<file path="src/rtl/wide_add_seq_pkg.sv">
// Shared definitions for the wide_add_seq sequencer: FSM encodings, word width and
// the word-index counter width helper.
package wide_add_seq_pkg;

   localparam int unsigned WordW = 16;

   typedef enum logic [1:0] {
      StIdle = 2'd0,
      StRun  = 2'd1,
      StDone = 2'd2
   } state_e;

   // Word index width; a single-word operand still needs a 1-bit counter.
   function automatic int unsigned idx_width(input int unsigned words);
      return (words > 1) ? $clog2(words) : 1;
   endfunction

endpackage

</file>
<file path="src/rtl/wide_add_seq_if.sv">
// Requester-side handshake and operand bus of wide_add_seq.
// Optional macro WIDE_ADD_SUB_EN adds the subtract-select signal `sub`.
interface wide_add_seq_if #(
   parameter int unsigned WORDS = 4
);
   import wide_add_seq_pkg::*;

   localparam int unsigned W = WORDS * WordW;

   logic         start;
   logic [W-1:0] a;
   logic [W-1:0] b;
   logic         cin;
`ifdef WIDE_ADD_SUB_EN
   logic         sub;
`endif
   logic         ready;
   logic         busy;
   logic         done;
   logic [W-1:0] sum;
   logic         cout;

   modport master (
      output start, a, b, cin,
`ifdef WIDE_ADD_SUB_EN
      output sub,
`endif
      input  ready, busy, done, sum, cout
   );

   modport slave (
      input  start, a, b, cin,
`ifdef WIDE_ADD_SUB_EN
      input  sub,
`endif
      output ready, busy, done, sum, cout
   );

endinterface

</file>
<file path="src/rtl/wide_add_seq_fulladder16.sv">
// 16-bit ripple-carry adder slice shared across all words of the wide operation.
module wide_add_seq_fulladder16
   import wide_add_seq_pkg::*;
(
   input  logic [WordW-1:0] a_i,
   input  logic [WordW-1:0] b_i,
   input  logic             ci_i,
   output logic [WordW-1:0] s_o,
   output logic             co_o
);

   logic [WordW:0] c;

   assign c[0] = ci_i;

   for (genvar i = 0; i < WordW; i++) begin : g_bit
      assign s_o[i]   = a_i[i] ^ b_i[i] ^ c[i];
      assign c[i + 1] = (a_i[i] & b_i[i]) | (c[i] & (a_i[i] ^ b_i[i]));
   end

   assign co_o = c[WordW];

endmodule

</file>
<file path="src/rtl/wide_add_seq.sv">
// Multi-cycle (16*WORDS)-bit adder: one 16-bit slice is reused for WORDS cycles,
// carry held in a register between passes.
// Optional macro WIDE_ADD_SUB_EN enables A-B via inverted B and forced carry-in.
module wide_add_seq
   import wide_add_seq_pkg::*;
#(
   parameter int unsigned WORDS = 4
) (
   input  logic           clk,
   input  logic           rst,
   wide_add_seq_if.slave  bus
);

   localparam int unsigned W    = WORDS * WordW;
   localparam int unsigned IdxW = idx_width(WORDS);
   localparam logic [IdxW-1:0] IdxLast = IdxW'(WORDS - 1);

   state_e          state_q, state_d;
   logic [IdxW-1:0] idx_q, idx_d;
   logic            carry_q, carry_d;
   logic [W-1:0]    a_q, a_d;
   logic [W-1:0]    b_q, b_d;
   logic [W-1:0]    sum_q, sum_d;
   logic            cout_q, cout_d;

   logic [WordW-1:0] a_word, b_word, s_word;
   logic             co_word;

   // Word-select muxes feeding the shared adder slice.
   assign a_word = a_q[WordW*idx_q +: WordW];
   assign b_word = b_q[WordW*idx_q +: WordW];

   wide_add_seq_fulladder16 u_fulladder16 (
      .a_i  (a_word),
      .b_i  (b_word),
      .ci_i (carry_q),
      .s_o  (s_word),
      .co_o (co_word)
   );

   // Next-state: accept starts outside RUN, step one word per RUN cycle.
   always_comb begin
      state_d = state_q;
      idx_d   = idx_q;
      carry_d = carry_q;
      a_d     = a_q;
      b_d     = b_q;
      sum_d   = sum_q;
      cout_d  = cout_q;
      unique case (state_q)
         StIdle, StDone: begin
            if (bus.start) begin
               state_d = StRun;
               idx_d   = '0;
               a_d     = bus.a;
`ifdef WIDE_ADD_SUB_EN
               // Two's-complement subtract: invert B now, inject +1 as carry-in.
               b_d     = bus.sub ? ~bus.b : bus.b;
               carry_d = bus.sub ? 1'b1 : bus.cin;
`else
               b_d     = bus.b;
               carry_d = bus.cin;
`endif
            end else begin
               state_d = StIdle;
            end
         end
         StRun: begin
            sum_d[WordW*idx_q +: WordW] = s_word;
            carry_d = co_word;
            if (idx_q == IdxLast) begin
               state_d = StDone;
               cout_d  = co_word;
            end else begin
               idx_d = idx_q + IdxW'(1);
            end
         end
         default: state_d = StIdle;
      endcase
   end

   // State and datapath registers with synchronous reset.
   always_ff @(posedge clk) begin
      if (rst) begin
         state_q <= StIdle;
         idx_q   <= '0;
         carry_q <= 1'b0;
         a_q     <= '0;
         b_q     <= '0;
         sum_q   <= '0;
         cout_q  <= 1'b0;
      end else begin
         state_q <= state_d;
         idx_q   <= idx_d;
         carry_q <= carry_d;
         a_q     <= a_d;
         b_q     <= b_d;
         sum_q   <= sum_d;
         cout_q  <= cout_d;
      end
   end

   assign bus.ready = (state_q != StRun);
   assign bus.busy  = (state_q == StRun);
   assign bus.done  = (state_q == StDone);
   assign bus.sum   = sum_q;
   assign bus.cout  = cout_q;

endmodule

</file>
<file path="src/flat_wrapper.sv">
// flat-port wrapper written by rule: the top's interface ports become plain ports
module wide_add_seq_flat import wide_add_seq_pkg::*;
#(
   parameter int unsigned WORDS = 4
)
  (clk, rst, bus_start, bus_a, bus_b, bus_cin, bus_ready, bus_busy, bus_done, bus_sum, bus_cout);
  wide_add_seq_if #(.WORDS(WORDS)) bus_i ();
  input  logic clk;
  input  logic rst;
  input wire logic [$bits(bus_i.start)-1:0] bus_start;
  input wire logic [$bits(bus_i.a)-1:0] bus_a;
  input wire logic [$bits(bus_i.b)-1:0] bus_b;
  input wire logic [$bits(bus_i.cin)-1:0] bus_cin;
  output wire logic [$bits(bus_i.ready)-1:0] bus_ready;
  output wire logic [$bits(bus_i.busy)-1:0] bus_busy;
  output wire logic [$bits(bus_i.done)-1:0] bus_done;
  output wire logic [$bits(bus_i.sum)-1:0] bus_sum;
  output wire logic [$bits(bus_i.cout)-1:0] bus_cout;
  assign bus_i.start = bus_start;
  assign bus_i.a = bus_a;
  assign bus_i.b = bus_b;
  assign bus_i.cin = bus_cin;
  assign bus_ready = bus_i.ready;
  assign bus_busy = bus_i.busy;
  assign bus_done = bus_i.done;
  assign bus_sum = bus_i.sum;
  assign bus_cout = bus_i.cout;
  wide_add_seq #(.WORDS(WORDS)) u_core (.clk(clk), .rst(rst), .bus(bus_i));
endmodule
</file>
<file path="config.mk">
export PLATFORM = sky130hd
export DESIGN_NAME = wide_add_seq_flat
export DESIGN_NICKNAME = d
export VERILOG_FILES = /design/src/rtl/wide_add_seq_pkg.sv /design/src/rtl/wide_add_seq_if.sv /design/src/rtl/wide_add_seq_fulladder16.sv /design/src/rtl/wide_add_seq.sv /design/src/flat_wrapper.sv
export SDC_FILE = /design/constraint.sdc
export NUM_CORES = 1
export LEC_CHECK = 0
export BUFFER_PORTS_ARGS = -buffer_cell sky130_fd_sc_hd__buf_2
export CAP_MARGIN = 20
export CORE_MARGIN = 2
export CORE_UTILIZATION = 45
export CTS_CLUSTER_SIZE = 10
export DETAILED_ROUTE_END_ITERATION = 16
export GPL_TIMING_DRIVEN = 1
export PLACE_DENSITY = 0.81
export SYNTH_ARGS = -nofsm -noshare
export SYNTH_HDL_FRONTEND = slang
export SYNTH_SLANG_ARGS = --single-unit
export TNS_END_PERCENT = 10
</file>
<file path="constraint.sdc">
create_clock -name clk -period 7.5 [get_ports clk]
set_input_delay 0.75 -clock clk [delete_from_list [all_inputs] [get_ports clk]]
set_output_delay 0.75 -clock clk [all_outputs]
set_load 0.1 [all_outputs]
</file>
Word level (Yosys, flattened, before mapping)
Cells that the tools add are included.

ROM bits: 0. Memory bits (writable): 0. Output and inout bits: 68. Input bits: 132. Bits in latches: 0. Memories: 0. Word-level logic and storage cells: 116. Flip-flop bits (word level): 198.

Order comparisons: 0. Div/mod/pow operators: 0. Bitwise logic cells: 80. Shift operators: 4. Equality and inequality tests: 7. Add/sub/neg operators: 2. Muxes and demuxes: 9. Multiply operators: 0. Reduce and logical (&&, ||, !) cells: 7.

Operators with widths (number): indexed part select 64 x 7 -> 16 bit (2); bitwise mux 64 bit (1); variable shift 16 x 34 -> 64 bit (first input constant) (1); indexed part select 16 x 34 -> 64 bit (1); negator 6 -> 34 bit (1); AND 1 bit (32); XOR 1 bit (32); bitwise OR 1 bit (16); case mux 2 bit (2 select lines) (2); two-way mux 2 bit (3); AND reduction 2 bit (3); equality test 2 bit (second input constant) (2); inequality test 2 x 1 -> 1 bit (second input constant) (2); inequality test 2 bit (second input constant) (2); AND reduction 3 bit (1); adder 2 x 1 -> 2 bit (second input constant) (1); equality test 2 x 1 -> 1 bit (second input constant) (1); zero test 2 bit (1); two-way mux 1 bit (2); case mux 1 bit (2 select lines) (1); nonzero test 2 bit (1); OR reduction 2 bit (1).

Logic depth before layout (Yosys ltp)
Word-level depth: 35. Gate-level depth with buffers: 23. Mapped depth without buffers: 21.

Cells and area by module
From an unflattened synthesis, not the netlist that was laid out.

Cell total of the unflattened synthesis: 851. Area, all modules: 8031.5 µm².

Modules (own cells, without submodules): wide_add_seq (instances 1, area each 7673.6 µm², sequential area each 3963.8 µm², cells each 825); wide_add_seq_fulladder16 (instances 1, area each 357.8 µm², sequential area each 0.0 µm², cells each 26).

Worst setup path before layout
Ideal clock, no wire load.

Kind: flip-flop to flip-flop. Start point: register u_core.idx_q[1]. End point: register u_core.sum_q[31] (netlist: u_core.bus.sum[31]). Buffers on the path: 2. Setup time: 119 ps. Period minus slack after synthesis: 6818 ps. Data required time: 7381 ps. Slack: 682 ps. Arrival: 6699 ps. Stages on the path, launching flop included: 24. Path through: dfxtp_1 clkbuf_1 clkbuf_1 mux4_2 inv_1 fa_1 fa_1 fa_1 fa_1 fa_1 fa_1 fa_1 fa_1 fa_1 fa_1 inv_1 fa_1 fa_1 fa_1 fa_1 fa_1 fa_1 nor2b_1 a22o_1.

Word-level cells in the longest chain between the ends: 35. Elaborated cells on any way between the ends: 83. Those cells by class: 1 x add/sub; 4 x shift; 1 x mux; 77 x bitwise.

RTL lines: from (decl) (RTL line wide_add_seq.sv:19) `logic [IdxW-1:0] idx_q, idx_d;`; from (signal assigned) (RTL line wide_add_seq.sv:94) `idx_q <= idx_d;`; indexed part select 64 x 7 -> 16 bit (on tied branches) (RTL line wide_add_seq.sv:30, wide_add_seq.sv:31); XOR 1 bit (RTL line wide_add_seq_fulladder16.sv:17, wide_add_seq_fulladder16.sv:18); AND 1 bit (RTL line wide_add_seq_fulladder16.sv:18) `assign c[i + 1] = (a_i[i] & b_i[i]) | (c[i] & (a_i[i] ^ b_i[i]));`; bitwise OR 1 bit (RTL line wide_add_seq_fulladder16.sv:18); AND 1 bit (RTL line wide_add_seq_fulladder16.sv:18); bitwise OR 1 bit (RTL line wide_add_seq_fulladder16.sv:18); AND 1 bit (RTL line wide_add_seq_fulladder16.sv:18); bitwise OR 1 bit (RTL line wide_add_seq_fulladder16.sv:18); (+19 left out); bitwise OR 1 bit (RTL line wide_add_seq_fulladder16.sv:18); AND 1 bit (RTL line wide_add_seq_fulladder16.sv:18); bitwise OR 1 bit (RTL line wide_add_seq_fulladder16.sv:18); AND 1 bit (RTL line wide_add_seq_fulladder16.sv:18); bitwise OR 1 bit (RTL line wide_add_seq_fulladder16.sv:18); XOR 1 bit (RTL line wide_add_seq_fulladder16.sv:17) `assign s_o[i] = a_i[i] ^ b_i[i] ^ c[i];`; indexed part select 16 x 34 -> 64 bit (RTL line wide_add_seq.sv:69) `sum_d[WordW*idx_q +: WordW] = s_word;`; bitwise mux 64 bit * (RTL line wide_add_seq.sv:69); to (signal assigned) (RTL line wide_add_seq.sv:98) `sum_q <= sum_d;`; to (decl) (RTL line wide_add_seq.sv:23) `logic [W-1:0] sum_q, sum_d;`.

Mark *: on every way between the ends. The rest lies on a longest branch, timed or not. A chain may end at the register's enable or synchronous reset.

Worst setup path in the final report
Same ends and word-level chain as after synthesis.

==> qor.csv <==
stage,metric,value,unit
run_status,run status,"complete, no violations",
global_route,GRT Residual Overflow,0,
worst_setup_path,CP Max Fanout,10,
floorplan,Rows,48,
hold_path,HP Start,u_core.a_q[53],
drt,ANT nets after route,0,
power,Seq pwr share,46.8,%
yosys,post-synthesis sequential area ratio,49.7,%
place,I/O Buffers,199,
floorplan,core box area,17300,sq um
global_route,first-pass GRT wire length,32.7,mm
clocking,"Reg clk slew, reported paths",0.07,ns
clocking,Sink Count,198,
power,Psw,635,uW
power,Static Leak,4.02,nW
yosys,Synthesized Nets,990,
sta,"Slew Viols, Final",0,
drt,DR WL/cell,17.5,um
place,HPWL after detailed placement,15.3,mm
worst_setup_path,element type at the critical path end,register,
yosys,number of synthesized flops with an enable pin,0,
sta,final setup vio count,0,
sta,Final Cycle Share,89.3,%
sta,WHS,0.453,ns
cells_and_area,fin nets,1152,
clocking,# hold bufs at CTS,0,
sta,Worst Clk Skew,0.00898,ns
run,MaxCap Viol Count,0,
drt,vias per inst,5.34,
clocking,clock buffer depth,2,
cells_and_area,Filler cells,1536,
yosys,Yosys top cell by area,dfxtp_1,
worst_setup_path,FF-to-FF Start,u_core.idx_q[1],
yosys,ys async rst share,0,%
floorplan,I/O pin cnt,200,
yosys,Main synth FF type,dfxtp_1,
yosys,synth top area cells,"dfxtp_1 (50%), nand2_1 (12%), mux4_2 (9.0%)",
drt,routed wire length,21.6,mm
hold_path,worst min-delay path endpoint,u_core.a_q[53],
sta,Max Clock Freq,149,MHz
sta,Rel. slew slack,33.8,%
cells_and_area,Post-Layout Cell Count,1236,
cells_and_area,layout cells sized above 1,28.2,%
floorplan,DIE AREA,18800,sq um
yosys,Syn Area/Cell,9.54,sq um
worst_setup_path,R2R setup slack,0.80,ns
clocking,Inserted Clock Buffers,17,
worst_setup_path,CP Class,register to register,
yosys,post-synth top area share,49.7,%
drt,number of DRC markers in iteration 0,573,
worst_setup_path,CP required,7.82,ns
sta,RSZ-0062 raised after global routing,false,
power,combinational share of power,12.6,%
clocking,CTS tree,yes,
yosys,"Distinct cells, synth",32,
yosys,Commonest cells post-synth,"nand2_1 (261), dfxtp_1 (198), a21oi_1 (130)",
global_route,largest net degree at the start of global routing,102,
floorplan,Die X,137,um
drt,via count,6605,
sta,final hold violations,0,
clocking,post-cts gate resize count,0,
yosys,Synth Register Bits,198,
yosys,most instantiated library cell after synthesis,nand2_1,
worst_setup_path,"Data arrival, critical path",7.02,ns
cells_and_area,synth-to-layout area growth,21.0,%
place,Inst Count DP,1204,
power,Sw Ratio,26.3,%
hold_path,worst hold stages,2,
power,Overall Power,2.41,mW
clocking,level count of the clock H-tree,4,
yosys,synth warn,0,
floorplan,die height,137,um
worst_setup_path,r2r endpoint,u_core.bus.sum[31],
global_route,number of global-route vias before repair,6168,
drt,DR pass1 iterations,7,
sta,Sum Neg Setup Slack,0,ns
drt,DRC,0,
place,GP Congestion,0.830,
yosys,Mapped Area,7970,sq um
power,peak supply drop,0.221,mV
sta,fin crit period,6.70,ns
global_route,initial antenna violation count,0,
clocking,Setup Buffers After CTS,0,
yosys,Cells after Synth,836,
power,internal power,1.78,mW
worst_setup_path,FF-to-FF path depth,21,
power,PD cells,250,nW/um^2
global_route,GRT Resource Usage Total,23.0,%
power,clock share of power,40.6,%
floorplan,Initial Util,46.1,%
cells_and_area,antenna fix cells,0,
sta,Worst Tran Pin Value,0.993,ns
clocking,Worst-Skew Late Latency,0.43,ns
clocking,CTS root buffer,clkbuf_16,
hold_path,worst hold path class,register to register,
worst_setup_path,critical path startpoint category,register,
==> layout by cell type, fill, tap and decap left out, types with 2 or more instances in the layout <==
master and n:
a21oi_1 130, a21oi_2 4, a22o_1 64, buf_2 198, buf_4 8, bufinv_16 4, clkbuf_16 17, clkinv_2 3
clkinvlp_4 3, dfxtp_1 196, dfxtp_2 2, fa_1 16, ha_1 6, inv_1 24, inv_6 3, mux4_2 32
nand2_1 261, nand2b_4 2, nor2_1 14, nor2b_1 7
==> power by group through the flow <==
stage / clock network [mW] / registers (mW) / logic [mW]
after floorplan: 0 / 1.17 / 0.187
after global placement: 0 / 1.15 / 0.299
after detailed placement: 0 / 1.15 / 0.303
after CTS: 0.988 / 1.13 / 0.305
after global routing: 1.03 / 1.13 / 0.333
final: 0.979 / 1.13 / 0.305
==> area by class of cell <==
type	instances	area (sq um)	area share, %
multi-input combinational	550	3610	37.5
clock inverter	14	195	2.02
inverter	25	96.3	0.999
timing repair buffer	206	1050	10.9
clock buffer	18	439	4.55
sequential	198	3970	41.1
tap	225	282	2.92
==> stage by stage <==
step | setup slack (ns) | utilization, % | instance area [sq um]
3_5_place_dp | 0.875 | 52.1 | 9010
5_1_grt | 0.544 | 55.8 | 9640
3_3_place_gp | 0.930 | 52.1 | 9010
4_1_cts | 0.843 | 55.8 | 9640
2_1_floorplan | 0.682 | - | 7970
6_report | 0.799 | 55.8 | 9640
==> registers in the layout (all words and copies together) (netlist names) <==
name / count
u_core.idx_q: 2
u_core.bus.cout: 1
u_core.a_q: 64
u_core.state_q: 2
u_core.carry_q: 1
u_core.b_q: 64
u_core.bus.sum: 64
==> metal layers <==
metal / global-route usage [%] / up-vias / share of wire, %
met1: 31.5 / 3147 / 44
met3: 5.00 / 37 / 6.7
met4: 7.85 / 0 / 2.3
met2: 36.2 / 269 / 46
li1: - / 3152 / -
met5: 0 / - / 0
==> worst max-delay path by stage <==
stage	startpoint	end	slack, ns	depth (start not counted)
after floorplan	u_core.idx_q[1]	u_core.bus.sum[31]	0.68	23
after global placement	u_core.idx_q[1]	u_core.bus.sum[31]	0.93	21
after detailed placement	u_core.idx_q[1]	u_core.bus.sum[31]	0.87	21
after CTS	u_core.idx_q[1]	u_core.bus.sum[31]	0.84	21
after global routing	u_core.idx_q[1]	u_core.bus.sum[31]	0.54	21
final	u_core.idx_q[1]	u_core.bus.sum[31]	0.80	21
==> cell families (layout without fill, tap and decap cells) <==
group / count (synthesis) / after routing / share of synthesized area (%)
simple gates: 295 / 295 / 15.2
compound gates: 201 / 201 / 15.9
flops: 198 / 198 / 49.7
buf+inv: 88 / 263 / 5.15
mux: 32 / 32 / 9.04
fa+ha+maj: 22 / 22 / 4.96
==> worst max-delay path: stages, from the launching register on <==
cell and delay [ns]:
dfxtp_2 0.49, mux4_2 0.25, inv_1 0.05, fa_1 0.42, fa_1 0.39, fa_1 0.40
fa_1 0.40, fa_1 0.39, fa_1 0.40, fa_1 0.39, fa_1 0.39, fa_1 0.39
fa_1 0.39, inv_1 0.08, fa_1 0.18, fa_1 0.18, fa_1 0.18, fa_1 0.21
fa_1 0.20, fa_1 0.40, nor2b_1 0.18, a22o_1 0.25
(Power assumes the default switching activity.)
